[src/rtl/proj_fm_sweep_sched.sv]
// proj_fm_sweep_sched: round-robin owner of the FM buffer index sweep.
// Grants one requester at a time and streams its 0..FM_BUFFER_SIZE-1 index
// sequence over valid/ready. Each sweep ends with a one-cycle done pulse,
// which is qualified by done_abort. Priority then rotates past the last owner.
// Ports:
//   in_clk, in_rst   clock, synchronous active-high reset
//   req              per-requester sweep request (level, sampled only in IDLE)
//   abort            terminate the current sweep (ignored outside SWEEP)
//   grant, grant_id  one-hot / binary owner of the current sweep
//   idx_valid, idx_ready, index, idx_last   index stream
//   done, done_abort sweep-ended pulse and its abort qualifier
//   busy             high in SWEEP and DONE
module proj_fm_sweep_sched #(
  parameter int unsigned FM_BUFFER_SIZE = 64,
  parameter int unsigned NUM_REQ        = 4,
  localparam int unsigned IDX_W         = $clog2(FM_BUFFER_SIZE),
  localparam int unsigned ID_W          = $clog2(NUM_REQ)
) (
  input  logic               in_clk,
  input  logic               in_rst,
  input  logic [NUM_REQ-1:0] req,
  input  logic               abort,
  output logic [NUM_REQ-1:0] grant,
  output logic [ID_W-1:0]    grant_id,
  output logic               idx_valid,
  input  logic               idx_ready,
  output logic [IDX_W-1:0]   index,
  output logic               idx_last,
  output logic               done,
  output logic               done_abort,
  output logic               busy
);

  localparam logic [IDX_W-1:0] LAST_IDX = IDX_W'(FM_BUFFER_SIZE - 1);

  typedef enum logic [1:0] {
    S_IDLE  = 2'd0,
    S_SWEEP = 2'd1,
    S_DONE  = 2'd2
  } state_t;

  state_t              state, state_d;
  logic [ID_W-1:0]     rr, rr_d;
  logic [NUM_REQ-1:0]  grant_d;
  logic [ID_W-1:0]     grant_id_d;
  logic [IDX_W-1:0]    index_d;
  logic                done_d, done_abort_d;
  logic                xfer;
  logic                pick_found;
  logic [ID_W-1:0]     pick_id;
  int unsigned         cand;

  // First requesting bit at or above the rr pointer, wrapping around.
  always_comb begin : rr_pick
    pick_found = 1'b0;
    pick_id    = '0;
    cand       = 0;
    for (int unsigned i = 0; i < NUM_REQ; i++) begin
      cand = (32'(rr) + i) % NUM_REQ;
      if (!pick_found && req[ID_W'(cand)]) begin
        pick_found = 1'b1;
        pick_id    = ID_W'(cand);
      end
    end
  end

  assign xfer = idx_valid & idx_ready;

  // Next-state and next-output logic.
  always_comb begin : next_logic
    state_d      = state;
    rr_d         = rr;
    grant_d      = grant;
    grant_id_d   = grant_id;
    index_d      = index;
    done_d       = 1'b0;
    done_abort_d = 1'b0;
    case (state)
      S_IDLE: begin
        if (pick_found) begin
          state_d    = S_SWEEP;
          grant_d    = NUM_REQ'(1) << pick_id;
          grant_id_d = pick_id;
          index_d    = '0;
        end
      end
      S_SWEEP: begin
        // A last-beat transfer takes priority over a simultaneous abort.
        if (xfer && (index == LAST_IDX)) begin
          state_d = S_DONE;
          index_d = '0;
          grant_d = '0;
          done_d  = 1'b1;
        end else if (abort) begin
          state_d      = S_DONE;
          index_d      = '0;
          grant_d      = '0;
          done_d       = 1'b1;
          done_abort_d = 1'b1;
        end else if (xfer) begin
          index_d = index + IDX_W'(1);
        end
      end
      S_DONE: begin
        state_d = S_IDLE;
        rr_d    = ID_W'((32'(grant_id) + 32'd1) % NUM_REQ);
      end
      default: begin
        state_d = S_IDLE;
      end
    endcase
  end

  // State and registered outputs; stream flags derive from the next state.
  always_ff @(posedge in_clk) begin : regs
    if (in_rst) begin
      state      <= S_IDLE;
      rr         <= '0;
      grant      <= '0;
      grant_id   <= '0;
      idx_valid  <= 1'b0;
      index      <= '0;
      idx_last   <= 1'b0;
      done       <= 1'b0;
      done_abort <= 1'b0;
      busy       <= 1'b0;
    end else begin
      state      <= state_d;
      rr         <= rr_d;
      grant      <= grant_d;
      grant_id   <= grant_id_d;
      idx_valid  <= (state_d == S_SWEEP);
      index      <= index_d;
      idx_last   <= (state_d == S_SWEEP) && (index_d == LAST_IDX);
      done       <= done_d;
      done_abort <= done_abort_d;
      busy       <= (state_d != S_IDLE);
    end
  end

endmodule

[config.mk]
export PLATFORM = sky130hd
export DESIGN_NAME = proj_fm_sweep_sched
export DESIGN_NICKNAME = d
export VERILOG_FILES = /design/src/rtl/proj_fm_sweep_sched.sv
export SDC_FILE = /design/constraint.sdc
export NUM_CORES = 1
export LEC_CHECK = 0
export BUFFER_PORTS_ARGS = -buffer_cell sky130_fd_sc_hd__buf_4
export CAP_MARGIN = 20
export CORE_ASPECT_RATIO = 0.8
export CORE_MARGIN = 3
export CORE_UTILIZATION = 50
export CTS_CLUSTER_DIAMETER = 80
export DETAILED_ROUTE_END_ITERATION = 10
export GPL_ROUTABILITY_DRIVEN = 1
export PLACE_DENSITY = 0.8
export SYNTH_ARGS = -nofsm -noshare
export SYNTH_HDL_FRONTEND = slang
export SYNTH_SLANG_ARGS = --single-unit
export TNS_END_PERCENT = 1
[constraint.sdc]
create_clock -name in_clk -period 1.82 [get_ports in_clk]
set_input_delay 0.182 -clock in_clk [delete_from_list [all_inputs] [get_ports in_clk]]
set_output_delay 0.182 -clock in_clk [all_outputs]
set_load 0.1 [all_outputs]
Word level (Yosys, flattened, before mapping)
Cells that the tools add are included.
W data, S select, Z words.
{ "classes": {"n_reduce_logical": 15, "magnitude_cmp": 4, "shifts": 1, "bitwise": 2, "eq_ne": 7, "addsub": 5, "n_mux": 31} }
{ "op_table": {"columns": ["op", "n"], "rows": [
  ["$mux W6", 4],
  ["$mux W2", 7],
  ["$eq A6 B6 Y1 const B", 2],
  ["$lt A2 B3 Y1 const B", 4],
  ["$mux W4", 3],
  ["$pmux W6 S2", 1],
  ["$mux W1", 10],
  ["$bmux W1 S2", 4],
  ["$pmux W4 S2", 1],
  ["$add A6 B1 Y6 const B", 1],
  ["$logic_and A1 B1 Y1", 5],
  ["$add A2 B1 Y2 const B", 2],
  ["$add A2 B2 Y2 const B", 2],
  ["$eq A2 B1 Y1 const B", 2],
  ["$pmux W2 S2", 1],
  ["$reduce_bool A2 Y1", 2],
  ["$shl A1 B2 Y4 const A", 1],
  ["$logic_not A1 Y1", 3],
  ["$ne A3 B3 Y1 const B", 1],
  ["$reduce_and A3 Y1", 1],
  ["$reduce_or A3 Y1", 1],
  ["$eq A2 B2 Y1 const B", 1],
  ["$logic_not A2 Y1", 1],
  ["$ne A2 B2 Y1 const B", 1],
  ["other kinds (4)", 4]
]} }
{ "totals": {"register_bits": 21, "wordCells": 75, "inputBits": 8, "output_inout_bits": 17} }

Depth between registers and ports, before layout
{ "depth": {"depth_word": 16, "ltp_mapped": 6, "depth_no_buf": 6} }

Worst setup path after synthesis
No wires, ideal clock.
{ "synth_path": {"kind": "flip-flop to flip-flop", "start": "reg index[0]", "end": "reg idx_last", "period_less_slack_ps": 2310, "setup_slack_ps": -490, "path_buffers": 0, "setup_ps": 128, "stages_incl_launch_ff": 7, "required_ps": 1692, "arrival_time_ps": 2182, "cell_sequence": "dfxtp_1 ha_1 nand3_1 nor2_1 nor2_2 a32oi_1 nor3b_2"} }
{ "synth_via": {"elab_chain_len": 7, "word_cells_on_any_way": 13, "classes_between": "1 x add/sub; 3 x eq/ne; 7 x mux; 2 x reduce/logical"} }
{ "synth_rtl": {"columns": ["element", "line", "rtl"], "rows": [
  ["from (decl)", "27", "output logic [IDX_W-1:0] index,"],
  ["from (signal assigned)", "133", "index <= index_d;"],
  ["$add A6 B1 Y6", "101", "index_d = index + IDX_W'(1);"],
  ["$mux W6", "100", "end else if (xfer) begin"],
  ["$mux W6", "94", "end else if (abort) begin"],
  ["$mux W6", "89", "if (xfer && (index == LAST_IDX)) begin"],
  ["$pmux W6 S2", "78", "case (state)"],
  ["$eq A6 B6 Y1", "134", "idx_last <= (state_d == S_SWEEP) && (index_d == LAST_IDX);"],
  ["$logic_and A1 B1 Y1 (*)", "134", null],
  ["to (signal assigned)", "134", null],
  ["to (decl)", "28", "output logic idx_last,"]
]} }
Every way passes the cells marked *; elsewhere a longest branch is shown, timed or not.
A chain may end at the register's enable or synchronous reset.

Final worst setup path
{ "layout_path": {"start": "reg rr[1]", "end": "reg grant[1]"} }
{ "layout_via": {"elab_chain_len": 15, "word_cells_on_any_way": 30, "classes_between": "3 x add/sub; 1 x eq/ne; 1 x shift; 18 x mux; 7 x reduce/logical"} }
{ "layout_rtl": {"columns": ["element", "line", "rtl"], "rows": [
  ["from (decl)", "43", "logic [ID_W-1:0] rr, rr_d;"],
  ["from (signal assigned)", "129", "rr <= rr_d;"],
  ["parallel branches: the longest is 15 deep, another holds $add A2 B1 Y2", null, null],
  ["to (signal assigned)", "130", "grant <= grant_d;"],
  ["to (decl)", "23", "output logic [NUM_REQ-1:0] grant,"]
]} }
Several ways; the timed one is not identified. The select of a mux whose other input is x is not followed.

==> flow_metrics.env <==
export IMPL_grt_max_degree=21
export IMPL_die_w_um=56.8
export IMPL_grtUsageTotal_pct=19.3
export IMPL_seq_area_frac_synth_pct=40.7
export IMPL_ant_nets=0
export IMPL_cts_buffers=3
export IMPL_areaGrowthSynthToFinish_pct=22.5
export IMPL_cts_path_max_buffers=2
export IMPL_tightest_slew_ns=0.615
export IMPL_ys_warn_count=0
export IMPL_hp_class="in2reg"
export IMPL_synthArstFlopShare_pct=0
export IMPL_yosys_cell_types_count=43
export IMPL_status="complete, no violations"
export IMPL_port_buffers=24
export IMPL_hold_viol=0
export IMPL_fp_dieH_um=46.7
export IMPL_maxCapViolCount=0
export IMPL_grt_pass1_vias=842
export IMPL_syn_nets=124
export IMPL_finalCriticalPeriod_ns=1.65
export IMPL_cp_data_required_time_ns=2.04
export IMPL_start_kind="flip-flop"
export IMPL_final_cell_mix="buf_4 (24), nor2_1 (15), dfxtp_1 (14)"
export IMPL_fin_crit_sh_pct=90.4
export IMPL_clock_sinks=21
export IMPL_syn_area_sq_um=1030
export IMPL_crit_arrival_ns=1.87
export IMPL_diodes=0
export IMPL_drt_initial_drc_count=48
export IMPL_wirelength_um=2380
export IMPL_tritoncts="done"
export IMPL_slew_violations=0
export IMPL_crit_type="reg2reg"
export IMPL_holdBufCountCts=0
export IMPL_antenna_found_initial=0
export IMPL_end_kind="flip-flop"
export IMPL_ios=25
export IMPL_fp_row_count=14
export IMPL_clk_pin_slew_ns=0.11
export IMPL_dr_total_vias=988
export IMPL_grt_pass1_wl_um=3870
export IMPL_insertion_delay_ns=0.29
export IMPL_fin_util_pct=65.7
export IMPL_fmax_ghz=0.608
export IMPL_dp_hpwl_um=1750
export IMPL_power_density_nw_per_um2=754
export IMPL_synth_edf_count=0
export IMPL_cts_root_buf="clkbuf_4"
export IMPL_syn_inst=115
export IMPL_clock_skew_ns=0.00510
export IMPL_slew_limit_headroom_pct=58.7
export IMPL_avgSynthCellArea_sq_um=8.99
export IMPL_rsz0062_at_grt="false"
export IMPL_ys_flop_type="dfxtp_1"
export IMPL_start_util_pct=53.6
export IMPL_die_area_sq_um=2650
export IMPL_drc=0
export IMPL_dr_pass1_iters=4
export IMPL_drive_above_1_share_pct=34.8
export IMPL_post_cts_buffers=0
export IMPL_final_common_cell="buf_4"
export IMPL_htree_num_levels=1
export IMPL_coreArea_sq_um=1930
export IMPL_vdd_ir_drop_max_mv=0.645
export IMPL_routabilityCongestion=0.900
export IMPL_grt_ovfl_total=0
export IMPL_cts_resized=0
export IMPL_wl_per_cell_um=14.7
export IMPL_nets=148
export IMPL_power_leakage_nw=0.485
export IMPL_final_setup_viol_count=0
export IMPL_synth_seq_cells=21
export IMPL_tns_ns=0
export IMPL_via_per_inst=6.10
export IMPL_critPathMaxFanout=7
==> critical path: stages (launching register included) <==
cell      delay [ns]
dfxtp_1         0.48
mux2i_1         0.25
o221ai_2        0.15
or4_4           0.47
o31ai_2         0.22
==> kinds of logic after synthesis <==
group,synth area share (%)
and+or+nand+nor,24.9
AOI/OAI and AO/OA,25.8
DFF,40.7
buffers and inverters,3.75
xor gates and xnor gates,1.70
muxes,1.94
adders and majority gates,1.21
==> registers in the layout, indices dropped and copies added, names as in the netlist <==
signal / cells
index: 6
grant: 4
grant_id: 2
rr: 2
state: 2
busy: 1
done: 1
done_abort: 1
idx_last: 1
idx_valid: 1
==> final timing paths <==
check / cells past startpoint / to / from / slack (ns)
setup / recovery: 4 / grant[1] / rr[1] / 0.17
hold / removal: 3 / done_abort / abort / 0.16
setup reg to reg: 4 / grant[1] / rr[1] / 0.17
hold reg to reg: 2 / grant[0] / grant[0] / 0.50
==> power by group <==
part           internal [W]  switching (W)
Sequential         0.000476      0.0000163
Clock             0.0000852       0.000129
Combinational     0.0000683       0.000181
Total              0.000629       0.000326
==> Yosys cell counts, types with 2 or more instances <==
master / n / area share (%)
clkbuf_1: 2 / 0.73
a32oi_1: 3 / 2.5
and3_1: 2 / 1.2
nor3b_2: 2 / 2.4
inv_1: 2 / 0.73
and2_1: 2 / 1.2
nor2_1: 16 / 5.8
o31ai_2: 2 / 2.4
nor3_1: 3 / 1.5
dfxtp_1: 21 / 41
or3_1: 2 / 1.2
a21oi_1: 8 / 3.9
a311oi_1: 4 / 3.4
o22ai_1: 2 / 1.2
o31ai_1: 2 / 1.5
nand2b_1: 2 / 1.2
o21a_1: 3 / 2.2
nand3b_1: 2 / 1.5
mux2i_1: 2 / 1.9
nand2_1: 9 / 3.3
a31oi_1: 2 / 1.2
==> per-layer routing <==
metal	track usage [%]	wire length [um]
met1	25.7	1130
met2	31.1	1010
met3	5.32	179
met4	5.56	58
met5	0	0
==> layout make-up <==
cell class	count	area [sq um]
clock buffer	4	26.3
fill	170	661
inverter	3	11.3
multi-input combinational	86	582
sequential	21	437
tap	24	30.0
timing repair buffer	24	180
==> per-stage QoR <==
step / worst slack, ns / area, sq um / instances / hold WS, ns / power, W
floorplan: 0.0455 / 1050 / 115 / 0.254 / 0.000690
global placement: 0.233 / 1230 / 158 / 0.457 / 0.000746
detailed placement: 0.162 / 1230 / 158 / 0.459 / 0.000749
CTS: 0.120 / 1260 / 162 / 0.144 / 0.000963
global route: 0.0399 / 1270 / 162 / 0.161 / 0.00100
finish: 0.174 / 1270 / 162 / 0.160 / 0.000955
No activity file was read; power rests on OpenSTA's default activity.
